File: src/rtl/bus_host_arbiter_if.sv
// Bus bundle between the hosts, the arbiter and the downstream fabric port.
// The arbiter connects through the slave modport. The bench, which plays both
// the hosts and the fabric, connects through the master modport.
interface bus_host_arbiter_if #(
  parameter int NrHosts      = 2,
  parameter int DataWidth    = 32,
  parameter int AddressWidth = 32
);
  // host side
  logic [NrHosts-1:0]                    host_req_i;
  logic [NrHosts-1:0]                    host_gnt_o;
  logic [NrHosts-1:0][AddressWidth-1:0]  host_addr_i;
  logic [NrHosts-1:0]                    host_we_i;
  logic [NrHosts-1:0][DataWidth/8-1:0]   host_be_i;
  logic [NrHosts-1:0][DataWidth-1:0]     host_wdata_i;
  logic [NrHosts-1:0]                    host_rvalid_o;
  logic [NrHosts-1:0][DataWidth-1:0]     host_rdata_o;
  logic [NrHosts-1:0]                    host_err_o;
  // device side
  logic                                  dev_req_o;
  logic                                  dev_gnt_i;
  logic [AddressWidth-1:0]               dev_addr_o;
  logic                                  dev_we_o;
  logic [DataWidth/8-1:0]                dev_be_o;
  logic [DataWidth-1:0]                  dev_wdata_o;
  logic                                  dev_rvalid_i;
  logic [DataWidth-1:0]                  dev_rdata_i;
  logic                                  dev_err_i;

  modport slave (
    input  host_req_i, host_addr_i, host_we_i, host_be_i, host_wdata_i,
    output host_gnt_o, host_rvalid_o, host_rdata_o, host_err_o,
    output dev_req_o, dev_addr_o, dev_we_o, dev_be_o, dev_wdata_o,
    input  dev_gnt_i, dev_rvalid_i, dev_rdata_i, dev_err_i
  );

  modport master (
    output host_req_i, host_addr_i, host_we_i, host_be_i, host_wdata_i,
    input  host_gnt_o, host_rvalid_o, host_rdata_o, host_err_o,
    input  dev_req_o, dev_addr_o, dev_we_o, dev_be_o, dev_wdata_o,
    output dev_gnt_i, dev_rvalid_i, dev_rdata_i, dev_err_i
  );
endinterface

File: src/rtl/bus_host_arbiter.sv
// Round-robin arbiter sharing one downstream bus port among NrHosts hosts.
// The request and response paths are purely combinational. An in-order FIFO
// of winner indices steers each response back to the host that issued it.
// Issue is gated on the registered outstanding count only, so there is no
// combinational path from dev_rvalid_i to dev_req_o.
module bus_host_arbiter #(
  parameter int NrHosts        = 2,
  parameter int DataWidth      = 32,
  parameter int AddressWidth   = 32,
  parameter int MaxOutstanding = 2
) (
  input  logic                clk_i,
  input  logic                rst_ni,
  bus_host_arbiter_if.slave   bus,
  output logic                spurious_rsp_o
);
  localparam int IdxW = (NrHosts > 1) ? $clog2(NrHosts) : 1;
  localparam int PtrW = (MaxOutstanding > 1) ? $clog2(MaxOutstanding) : 1;
  localparam int CntW = $clog2(MaxOutstanding + 1);
  localparam logic [CntW-1:0] MaxCnt  = CntW'(MaxOutstanding);
  localparam logic [PtrW-1:0] PtrLast = PtrW'(MaxOutstanding - 1);
  localparam logic [IdxW-1:0] IdxLast = IdxW'(NrHosts - 1);

  logic [IdxW-1:0]         r_rr_ptr;
  logic [IdxW-1:0]         r_fifo [MaxOutstanding];
  logic [PtrW-1:0]         r_wr_ptr;
  logic [PtrW-1:0]         r_rd_ptr;
  logic [CntW-1:0]         r_count;
  logic                    r_spurious;

  logic [IdxW-1:0]         w_winner;
  logic [IdxW-1:0]         w_idx;
  logic [IdxW-1:0]         w_head;
  logic                    w_can_issue;
  logic                    w_dev_req;
  logic                    w_push;
  logic                    w_pop;
  logic [AddressWidth-1:0] w_addr;
  logic [DataWidth-1:0]    w_wdata;
  logic [DataWidth/8-1:0]  w_be;
  logic                    w_we;

  // Winner search: the lowest offset from r_rr_ptr with a request wins. The
  // loop runs from the largest offset down so the last hit is the closest one.
  always_comb begin
    w_winner = r_rr_ptr;
    w_idx    = '0;
    for (int i = NrHosts - 1; i >= 0; i--) begin
      w_idx = IdxW'((int'(r_rr_ptr) + i) % NrHosts);
      if (bus.host_req_i[w_idx]) w_winner = w_idx;
    end
  end

  // Issue side: request qualification, field mux and the single grant.
  always_comb begin
    w_can_issue = (r_count < MaxCnt);
    w_dev_req   = rst_ni & w_can_issue & (|bus.host_req_i);
    w_push      = w_dev_req & bus.dev_gnt_i;
    w_addr      = bus.host_addr_i[w_winner];
    w_we        = bus.host_we_i[w_winner];
    w_be        = bus.host_be_i[w_winner];
    w_wdata     = bus.host_wdata_i[w_winner];
    bus.dev_req_o   = w_dev_req;
    bus.dev_addr_o  = w_addr;
    bus.dev_we_o    = w_we;
    bus.dev_be_o    = w_be;
    bus.dev_wdata_o = w_wdata;
    bus.host_gnt_o  = '0;
    for (int h = 0; h < NrHosts; h++) begin
      bus.host_gnt_o[h] = w_push && (w_winner == IdxW'(h));
    end
  end

  // Response side: route the response to the FIFO head and broadcast rdata.
  always_comb begin
    w_head            = r_fifo[r_rd_ptr];
    w_pop             = bus.dev_rvalid_i && (r_count != '0);
    bus.host_rvalid_o = '0;
    bus.host_err_o    = '0;
    bus.host_rdata_o  = '0;
    for (int h = 0; h < NrHosts; h++) begin
      bus.host_rvalid_o[h] = w_pop && (w_head == IdxW'(h));
      bus.host_err_o[h]    = w_pop && (w_head == IdxW'(h)) && bus.dev_err_i;
      bus.host_rdata_o[h]  = bus.dev_rdata_i;
    end
  end

  // Round-robin pointer moves past the winner on every handshake.
  always_ff @(posedge clk_i or negedge rst_ni) begin
    if (!rst_ni) begin
      r_rr_ptr <= '0;
    end else if (w_push) begin
      r_rr_ptr <= (w_winner == IdxLast) ? '0 : w_winner + IdxW'(1);
    end
  end

  // Response-routing FIFO: push winner on handshake, pop on a valid response.
  always_ff @(posedge clk_i or negedge rst_ni) begin
    if (!rst_ni) begin
      r_wr_ptr <= '0;
      r_rd_ptr <= '0;
      r_count  <= '0;
      for (int i = 0; i < MaxOutstanding; i++) r_fifo[i] <= '0;
    end else begin
      if (w_push) begin
        r_fifo[r_wr_ptr] <= w_winner;
        r_wr_ptr         <= (r_wr_ptr == PtrLast) ? '0 : r_wr_ptr + PtrW'(1);
      end
      if (w_pop) begin
        r_rd_ptr <= (r_rd_ptr == PtrLast) ? '0 : r_rd_ptr + PtrW'(1);
      end
      case ({w_push, w_pop})
        2'b10:   r_count <= r_count + CntW'(1);
        2'b01:   r_count <= r_count - CntW'(1);
        default: r_count <= r_count;
      endcase
    end
  end

  // Sticky flag for a response that arrives with nothing outstanding.
  always_ff @(posedge clk_i or negedge rst_ni) begin
    if (!rst_ni) begin
      r_spurious <= 1'b0;
    end else if (bus.dev_rvalid_i && (r_count == '0)) begin
      r_spurious <= 1'b1;
    end
  end

  assign spurious_rsp_o = r_spurious;

  a_gnt_onehot: assert property (@(posedge clk_i) disable iff (!rst_ni)
    $onehot0(bus.host_gnt_o));

  a_count_bound: assert property (@(posedge clk_i) disable iff (!rst_ni)
    r_count <= MaxCnt);

  // A host that is requesting but not granted must hold its request fields.
  for (genvar h = 0; h < NrHosts; h++) begin : g_req_stable
    a_req_stable: assert property (@(posedge clk_i) disable iff (!rst_ni)
      (bus.host_req_i[h] && !bus.host_gnt_o[h]) |=>
        (bus.host_req_i[h] && $stable(bus.host_addr_i[h]) &&
         $stable(bus.host_we_i[h]) && $stable(bus.host_be_i[h]) &&
         $stable(bus.host_wdata_i[h])));
  end

endmodule

File: src/flat_wrapper.sv
// flat-port wrapper written by rule: the top's interface ports become plain ports
module bus_host_arbiter_flat 
#(
  parameter int NrHosts        = 2,
  parameter int DataWidth      = 32,
  parameter int AddressWidth   = 32,
  parameter int MaxOutstanding = 2
)
  (clk_i, rst_ni, spurious_rsp_o, bus_host_req_i, bus_host_addr_i, bus_host_we_i, bus_host_be_i, bus_host_wdata_i, bus_host_gnt_o, bus_host_rvalid_o, bus_host_rdata_o, bus_host_err_o, bus_dev_req_o, bus_dev_addr_o, bus_dev_we_o, bus_dev_be_o, bus_dev_wdata_o, bus_dev_gnt_i, bus_dev_rvalid_i, bus_dev_rdata_i, bus_dev_err_i);
  bus_host_arbiter_if #(.NrHosts(NrHosts), .DataWidth(DataWidth), .AddressWidth(AddressWidth)) bus_i ();
  input  logic clk_i;
  input  logic rst_ni;
  output logic spurious_rsp_o;
  input wire logic [$bits(bus_i.host_req_i)-1:0] bus_host_req_i;
  input wire logic [$bits(bus_i.host_addr_i)-1:0] bus_host_addr_i;
  input wire logic [$bits(bus_i.host_we_i)-1:0] bus_host_we_i;
  input wire logic [$bits(bus_i.host_be_i)-1:0] bus_host_be_i;
  input wire logic [$bits(bus_i.host_wdata_i)-1:0] bus_host_wdata_i;
  output wire logic [$bits(bus_i.host_gnt_o)-1:0] bus_host_gnt_o;
  output wire logic [$bits(bus_i.host_rvalid_o)-1:0] bus_host_rvalid_o;
  output wire logic [$bits(bus_i.host_rdata_o)-1:0] bus_host_rdata_o;
  output wire logic [$bits(bus_i.host_err_o)-1:0] bus_host_err_o;
  output wire logic [$bits(bus_i.dev_req_o)-1:0] bus_dev_req_o;
  output wire logic [$bits(bus_i.dev_addr_o)-1:0] bus_dev_addr_o;
  output wire logic [$bits(bus_i.dev_we_o)-1:0] bus_dev_we_o;
  output wire logic [$bits(bus_i.dev_be_o)-1:0] bus_dev_be_o;
  output wire logic [$bits(bus_i.dev_wdata_o)-1:0] bus_dev_wdata_o;
  input wire logic [$bits(bus_i.dev_gnt_i)-1:0] bus_dev_gnt_i;
  input wire logic [$bits(bus_i.dev_rvalid_i)-1:0] bus_dev_rvalid_i;
  input wire logic [$bits(bus_i.dev_rdata_i)-1:0] bus_dev_rdata_i;
  input wire logic [$bits(bus_i.dev_err_i)-1:0] bus_dev_err_i;
  assign bus_i.host_req_i = bus_host_req_i;
  assign bus_i.host_addr_i = bus_host_addr_i;
  assign bus_i.host_we_i = bus_host_we_i;
  assign bus_i.host_be_i = bus_host_be_i;
  assign bus_i.host_wdata_i = bus_host_wdata_i;
  assign bus_host_gnt_o = bus_i.host_gnt_o;
  assign bus_host_rvalid_o = bus_i.host_rvalid_o;
  assign bus_host_rdata_o = bus_i.host_rdata_o;
  assign bus_host_err_o = bus_i.host_err_o;
  assign bus_dev_req_o = bus_i.dev_req_o;
  assign bus_dev_addr_o = bus_i.dev_addr_o;
  assign bus_dev_we_o = bus_i.dev_we_o;
  assign bus_dev_be_o = bus_i.dev_be_o;
  assign bus_dev_wdata_o = bus_i.dev_wdata_o;
  assign bus_i.dev_gnt_i = bus_dev_gnt_i;
  assign bus_i.dev_rvalid_i = bus_dev_rvalid_i;
  assign bus_i.dev_rdata_i = bus_dev_rdata_i;
  assign bus_i.dev_err_i = bus_dev_err_i;
  bus_host_arbiter #(.NrHosts(NrHosts), .DataWidth(DataWidth), .AddressWidth(AddressWidth), .MaxOutstanding(MaxOutstanding)) u_core (.clk_i(clk_i), .rst_ni(rst_ni), .bus(bus_i), .spurious_rsp_o(spurious_rsp_o));
endmodule
File: config.mk
export PLATFORM = sky130hd
export DESIGN_NAME = bus_host_arbiter_flat
export DESIGN_NICKNAME = d
export VERILOG_FILES = /design/src/rtl/bus_host_arbiter_if.sv /design/src/rtl/bus_host_arbiter.sv /design/src/flat_wrapper.sv
export SDC_FILE = /design/constraint.sdc
export NUM_CORES = 1
export LEC_CHECK = 0
export ABC_AREA = 1
export CAP_MARGIN = 20
export CORE_AREA = 8 8 119 121
export CTS_CLUSTER_SIZE = 14
export DETAILED_ROUTE_END_ITERATION = 7
export DIE_AREA = 0 0 127 129
export SYNTH_ARGS = -nofsm -noshare
export SYNTH_HDL_FRONTEND = slang
export SYNTH_SLANG_ARGS = --single-unit
File: constraint.sdc
create_clock -name clk_i -period 4.11 [get_ports clk_i]
set_clock_uncertainty 0.05 [all_clocks]
set_input_delay 0.822 -clock clk_i [delete_from_list [all_inputs] [get_ports clk_i]]
set_output_delay 0.822 -clock clk_i [all_outputs]
set_load 0.01 [all_outputs]
==> results by group, run 1 <==
Outcome
  • Outcome: completed

STA
  • Final hold violations: 0
  • Setup TNS: 0 ps
  • Min cycle time layout: 3633 ps
  • Setup Viol. Count Final: 0
  • Slew @ Worst Pin: 466.6 ps
  • Max_slew headroom: 0.6868
  • Fin worst setup slack: 477.1 ps
  • Fin. max-slew vios: 0
  • Fmax: 275.3 MHz
  • RSZ-0062 raised after global routing: false
  • Fin crit share: 0.8839

Cells and area
  • Filler cells: 1,357
  • # diodes: 0
  • Most frequent cells in the layout: nand2_1 (223), clkdlybuf4s50_1 (221), inv_1 (11), nor2_1 (9), dfrtp_1 (8)
  • Layout area overhead: 106.1%
  • Total Nets Final: 677
  • Fraction of layout cells with a size suffix above 1: 0.02414
  • Commonest non-fill, non-tap cell in the layout: nand2_1

Worst setup path
  • Most common cell on crit path: nand2_1
  • Critical path launch point: bus_host_req_i[1]
  • Critical path endpoint: bus_dev_wdata_o[26]
  • CP endpoint kind: output pin
  • Worst Path Arrival: 2760 ps
  • Critical path startpoint category: input port
  • Crit-path max cell delay: 540 ps
  • Max stage delay cell, worst path: clkdlybuf4s50_1
  • Crit Reg-Reg Startpoint: u_core.r_count[1]$_DFFE_PN0P_
  • R2R Setup Slk: 2290 ps
  • Worst Path Class, Setup: in -> out
  • Worst r2r path cells: 8
  • Critical-path maximum fanout: 39
  • CP required: 3240 ps
  • Crit path cell chain: clkdlybuf4s50_1 > nand2_1 > a21oi_4 > buf_4 > nand2_1 > nand2_1 > clkdlybuf4s50_1
  • Reg2reg end: u_core.r_count[1]$_DFFE_PN0P_

Min path
  • Worst Hold Class: reg -> reg
  • Hold Path Depth: 2

Clock network
  • H-tree depth: 1
  • Root buf cell: clkbuf_16
  • Post-cts resize count: 0
  • Clock-pin slew of the registers on the worst-case setup and hold paths: 40 ps
  • Max clock buf depth: 2
  • TritonCTS buffer count: 3
  • Clock sink total: 8
  • Worst-Skew Late Latency: 230 ps
  • Setup bufs post-CTS: 0
  • CTS tree: built
  • Hold buffers post-CTS: 0

Power
  • Pwr/cell area: 355.3 nW/um^2
  • Leakage Power: 1.776 nW
  • Maximum vdd ir drop: 0.0001535 V
  • Power, Total: 1.330 mW

Synth
  • Avg Inst Size Synth: 5.236 sq um
  • Net Count, Synth: 525
  • Yosys reg bits: 8
  • Post-Syn Instances: 347
  • Register area share after synthesis: 0.1102
  • Area contributors post-synth: nand2_1 (46%), buf_4 (27%), dfrtp_1 (11%)
  • Synth Cell Area: 1817 sq um
  • Synth cell types: 19
  • Synth area leader: nand2_1
  • Synth warn: 0
  • Top cell type's share of synthesized area: 0.4607

GRT
  • Initial antenna violation count: 0
  • First-pass GRT wire length: 13,050 um
  • Vias in the first global route: 2,584
  • Gr usage total: 0.09651
  • Gr ovfl total: 0
  • Largest net degree at the start of global routing: 40

Routing
  • Via count: 2,524
  • Vias/cell: 3.901
  • Final wirelength: 8736 um
  • Drt pass-1 iters: 4
  • Detailed Route Iter0 Violations: 71
  • DRC: 0
  • Routed len/inst: 13.50 um
  • Routed Antenna Nets: 0

Place
  • Dpl ws: 470.0 ps
  • Final HPWL DP: 7684 um
  • Final Wtd Congestion: 0.7513
  • IO buf count: 221

Floorplanning
  • Core area: 12,310 sq um
  • I/O pin count: 318
  • Die Area: 16,380 sq um
  • Die Y: 129 um
  • Number of core rows: 41
  • Die width: 127 um
  • Starting Density: 0.1476

Job
  • Max_cap viols: 0
where the power goes:
part | switching, mW | internal (mW)
logic | 0.475 | 0.551
registers | 0.0256 | 0.114
clock network | 0.0390 | 0.125
total | 0.539 | 0.791
worst max-delay path, delay by kind of cell:
kind                   cells  cell delay (ps)
buffers and inverters      3             1440
and+or+nand+nor            3              310
AOI/OAI and AO/OA          1              160
area by class of cell:
type | count | area, sq um | area share
clock buffers | 3 | 75.07 | 0.02005
inverters | 12 | 45.04 | 0.01203
multi-input cells | 248 | 985.9 | 0.2634
flip-flops and latches | 8 | 200.2 | 0.05348
well taps | 150 | 187.7 | 0.05013
repair buffers | 226 | 2250 | 0.6009
cell usage after synthesis (all sizes together):
| master | number |
|---|---|
| a21oi | 2 |
| a31o | 1 |
| buf | 72 |
| clkbuf | 7 |
| dfrtp | 8 |
| ha | 1 |
| inv | 12 |
| nand2 | 223 |
| nand3 | 4 |
| nor2 | 9 |
| nor3 | 2 |
| o21ai | 2 |
| or2 | 1 |
| xnor2 | 1 |
| xor2 | 2 |
state kept, by name, indices dropped and copies added (netlist names):
signal,count
u_core.r_wr_ptr,1
u_core.r_rd_ptr,1
u_core.spurious_rsp_o,1
u_core.r_fifo,2
u_core.r_rr_ptr,1
u_core.r_count,2
per-layer routing:
metal  wire length (um)  share of wire  global-route usage
met4                311          0.036             0.04549
met1               3045           0.35             0.09285
met2               4077           0.47              0.1665
met3               1302           0.15             0.05337
met5                  0              0                   0
per-stage QoR:
stage            util  instances  area [sq um]  hold WS [ps]
2_1_floorplan       -        347          1817         399.0
3_3_place_gp   0.2980        644          3669         403.8
3_5_place_dp   0.2980        644          3669         416.5
4_1_cts        0.3041        647          3744         428.5
5_1_grt        0.3041        647          3744         443.2
6_report       0.3041        647          3744         424.1
how the worst min path moves through the flow:
| stage | slack [ps] | end | from |
|---|---|---|---|
| detailed placement | 420 | u_core.r_fifo[0]$_DFFE_PN0P_ | u_core.r_fifo[0]$_DFFE_PN0P_ |
| CTS | 430 | u_core.r_fifo[0]$_DFFE_PN0P_ | u_core.r_fifo[0]$_DFFE_PN0P_ |
| global placement | 400 | u_core.spurious_rsp_o$_DFFE_PN0P_ | u_core.spurious_rsp_o$_DFFE_PN0P_ |
| finish | 420 | u_core.r_fifo[0]$_DFFE_PN0P_ | u_core.r_fifo[0]$_DFFE_PN0P_ |
| floorplan | 400 | u_core.r_fifo[0]$_DFFE_PN0P_ | u_core.r_fifo[0]$_DFFE_PN0P_ |
| global route | 440 | u_core.r_fifo[0]$_DFFE_PN0P_ | u_core.r_fifo[0]$_DFFE_PN0P_ |
kinds of logic (layout without fill, tap and decap cells):
family	count (synthesis)	after routing	synth area share
AOI/OAI and AO/OA	5	5	0.01790
xor gates and xnor gates	3	3	0.01447
adders and majority gates	1	1	0.006886
buffers and inverters	91	241	0.3512
DFF	8	8	0.1102
and+or+nand+nor	239	239	0.4993
Note: power is estimated with default switching activity, not from simulation.
==> run 2: changes to the inputs <==
Settings changed: SETUP_SLACK_MARGIN set to 0.5.
==> run 2 against run 1 <==
Net effect: global-route usage did not move; clock power barely moved; largest cell class unchanged; combinational power about the same; highest routed layer unchanged.
==> results by group, run 2 (synthesis results as in run 1) <==
Outcome
  • Outcome: completed

Power
  • Logic pwr share: 0.771 (about the same)
  • Pwr/cell area: 355.4 nW/um^2 (about the same)
  • Sequential cell fraction of total power: 0.105 (about the same)
  • Psw: 0.5397 mW (about the same)
  • Leakage Power: 1.777 nW (about the same)
  • Sw frac: 0.4052 (about the same)
  • Pint: 0.7922 mW (+0.20%)
  • Maximum vdd ir drop: 0.0001562 V (+1.7%)
  • Clk pwr share: 0.123 (about the same)

Worst setup path
  • R2R Setup Slk: 2290 ps (about the same)
  • WP buf/inv: 3 (unchanged)
  • Crit path cell chain: clkdlybuf4s50_1 > nand2_1 > a21oi_4 > buf_4 > nand2_1 > nand2_1 > clkdlybuf4s50_1
  • Max stage delay cell, worst path: clkdlybuf4s50_1
  • Critical-path maximum fanout: 34 (-13%)
  • CP required: 3240 ps (about the same)
  • Worst Path Arrival: 2720 ps (-40 ps)
  • Critical path startpoint category: input port
  • CP endpoint kind: output pin
  • Worst Path Class, Setup: in -> out
  • Delay-heaviest family, CP: buffers and inverters
  • Crit-path max cell delay: 550 ps (about the same)
  • Most common cell on crit path: nand2_1

Routing
  • Final wirelength: 8738 um (about the same)
  • Detailed Route Iter0 Violations: 71 (unchanged)
  • Routed len/inst: 13.51 um (about the same)
  • Drt pass-1 iters: 4 (unchanged)
  • Routed Antenna Nets: 0 (unchanged)
  • DRC: 0 (unchanged)
  • Via count: 2,524 (unchanged)
  • Vias/cell: 3.901 (unchanged)

STA
  • Min cycle time layout: 3591 ps (-41.57 ps)
  • Fin crit share: 0.8738 (-0.01012)
  • Setup TNS: 0 ps (unchanged)
  • Fin worst setup slack: 518.7 ps (+41.57 ps)
  • Max_slew headroom: 0.6867 (about the same)
  • Slew @ Worst Pin: 466.8 ps (+0.1729 ps)
  • Final hold violations: 0 (unchanged)
  • Fin. max-slew vios: 0 (unchanged)
  • Setup Viol. Count Final: 0 (unchanged)
  • RSZ-0062 raised after global routing: true
  • Fmax: 278.5 MHz (+1.2%)

Place
  • Placed Cells: 644 (unchanged)
  • Placed cell area: 3669 sq um (unchanged)
  • Dpl ws: 470.0 ps (unchanged)
  • Final Wtd Congestion: 0.7513 (unchanged)
  • IO buf count: 221 (unchanged)
  • Final HPWL DP: 7684 um (unchanged)

GRT
  • Initial antenna violation count: 0 (unchanged)
  • Largest net degree at the start of global routing: 40 (unchanged)
  • Gr ovfl total: 0 (unchanged)
  • Gr usage total: 0.09651 (unchanged)
  • First-pass GRT wire length: 13,050 um (unchanged)
  • Vias in the first global route: 2,584 (unchanged)

Floorplanning
  • Number of core rows: 41 (unchanged)
  • I/O pin count: 318 (unchanged)
  • Die Y: 129 um (unchanged)
  • Die Area: 16,380 sq um (unchanged)
  • Starting Density: 0.1476 (unchanged)
  • Die width: 127 um (unchanged)
  • Core area: 12,310 sq um (unchanged)

Cells and area
  • Commonest non-fill, non-tap cell in the layout: nand2_1
  • Most frequent cells in the layout: nand2_1 (223), clkdlybuf4s50_1 (221), inv_1 (11), nor2_1 (9), dfrtp_1 (8)
  • Layout area overhead: 106.3%
  • Core Util, Final: 0.3044 (+0.0003050)
  • Fraction of layout cells with a size suffix above 1: 0.02414 (unchanged)
  • Non-Filler Instances: 647 (unchanged)
  • # diodes: 0 (unchanged)
  • Biggest regs: u_core.r_count (2), u_core.r_fifo (2)
  • Finished Cell Area: 3747 sq um (+0.10%)
  • Total Nets Final: 677 (unchanged)

Job
  • Max_cap viols: 0 (unchanged)

Min path
  • Worst Hold Class: reg -> reg

Clock network
  • Clock-pin slew of the registers on the worst-case setup and hold paths: 40 ps (about the same)
  • Hold buffers post-CTS: 0 (unchanged)
  • H-tree depth: 1 (unchanged)
  • Root buf cell: clkbuf_16
  • Max clock buf depth: 2 (unchanged)
  • TritonCTS buffer count: 3 (unchanged)
  • Worst-Skew Late Latency: 230 ps (about the same)
  • CTS tree: built
  • Clock sink total: 8 (unchanged)
[run 2: cell counts in the layout (fill, tap and decap cells not counted)]
Identical to the previous run, type by type.
[run 2: final cells by class]
type                            instances  area, sq um
Sequential cell                         8        200.2
Clock buffer                            3        75.07
Fill cell                            1356         8564
Tap cell                              150        187.7
Timing Repair Buffer                  226         2253
Inverter                               12        45.04
Multi-Input combinational cell        248        985.9
[run 2: tightest hold or removal path: cells and delay by family, from the launching register on]
kind | cells | cell delay, ps
flip-flops | 1 | 330
AND/OR/NAND/NOR | 2 | 100
[run 2: path summary, 6_finish.rpt]
| check | start | to | cells after the start |
|---|---|---|---|
| setup / recovery | bus_host_req_i[1] | bus_dev_addr_o[12] | 7 |
| hold / removal | u_core.r_fifo[0]$_DFFE_PN0P_ | u_core.r_fifo[0]$_DFFE_PN0P_ | 2 |
| setup reg to reg | u_core.r_count[1]$_DFFE_PN0P_ | u_core.r_count[1]$_DFFE_PN0P_ | 8 |
| hold reg to reg | u_core.r_fifo[0]$_DFFE_PN0P_ | u_core.r_fifo[0]$_DFFE_PN0P_ | 2 |
| max in group asynchronous | rst_ni | u_core.r_count[0]$_DFFE_PN0P_ | 2 |
| min in group asynchronous | rst_ni | u_core.r_wr_ptr$_DFFE_PN0N_ | 2 |
[run 2: per-stage QoR]
step                      hold WS (ps)  total power, mW
after floorplan                  399.0           0.6782
after CTS                        428.5            1.354
after detailed placement         416.5            1.181
final                            424.1            1.332
after global routing             443.2            1.453
after global placement           403.8            1.164
[run 2: what timing repair did]
action / CTS / global route
endpoints found under the setup margin: 10 / 63
resized for setup: 1 / 0
setup buffers: 0 / 0
[run 2: power by group through the flow]
stage,combinational (mW),sequential [mW],clock [mW]
5_1_grt,1.13,0.147,0.172
6_report,1.03,0.140,0.164
2_1_floorplan,0.543,0.135,0
3_5_place_dp,1.04,0.141,0
4_1_cts,1.05,0.140,0.168
3_3_place_gp,1.02,0.140,0
[run 2: metal layers]
layer | track usage | up-vias | routed length (um)
met5 | 0 | - | 0
met4 | 0.04549 | 0 | 311
met3 | 0.05337 | 29 | 1307
met2 | 0.1665 | 178 | 4072
met1 | 0.09285 | 1050 | 3047
li1 | - | 1267 | -
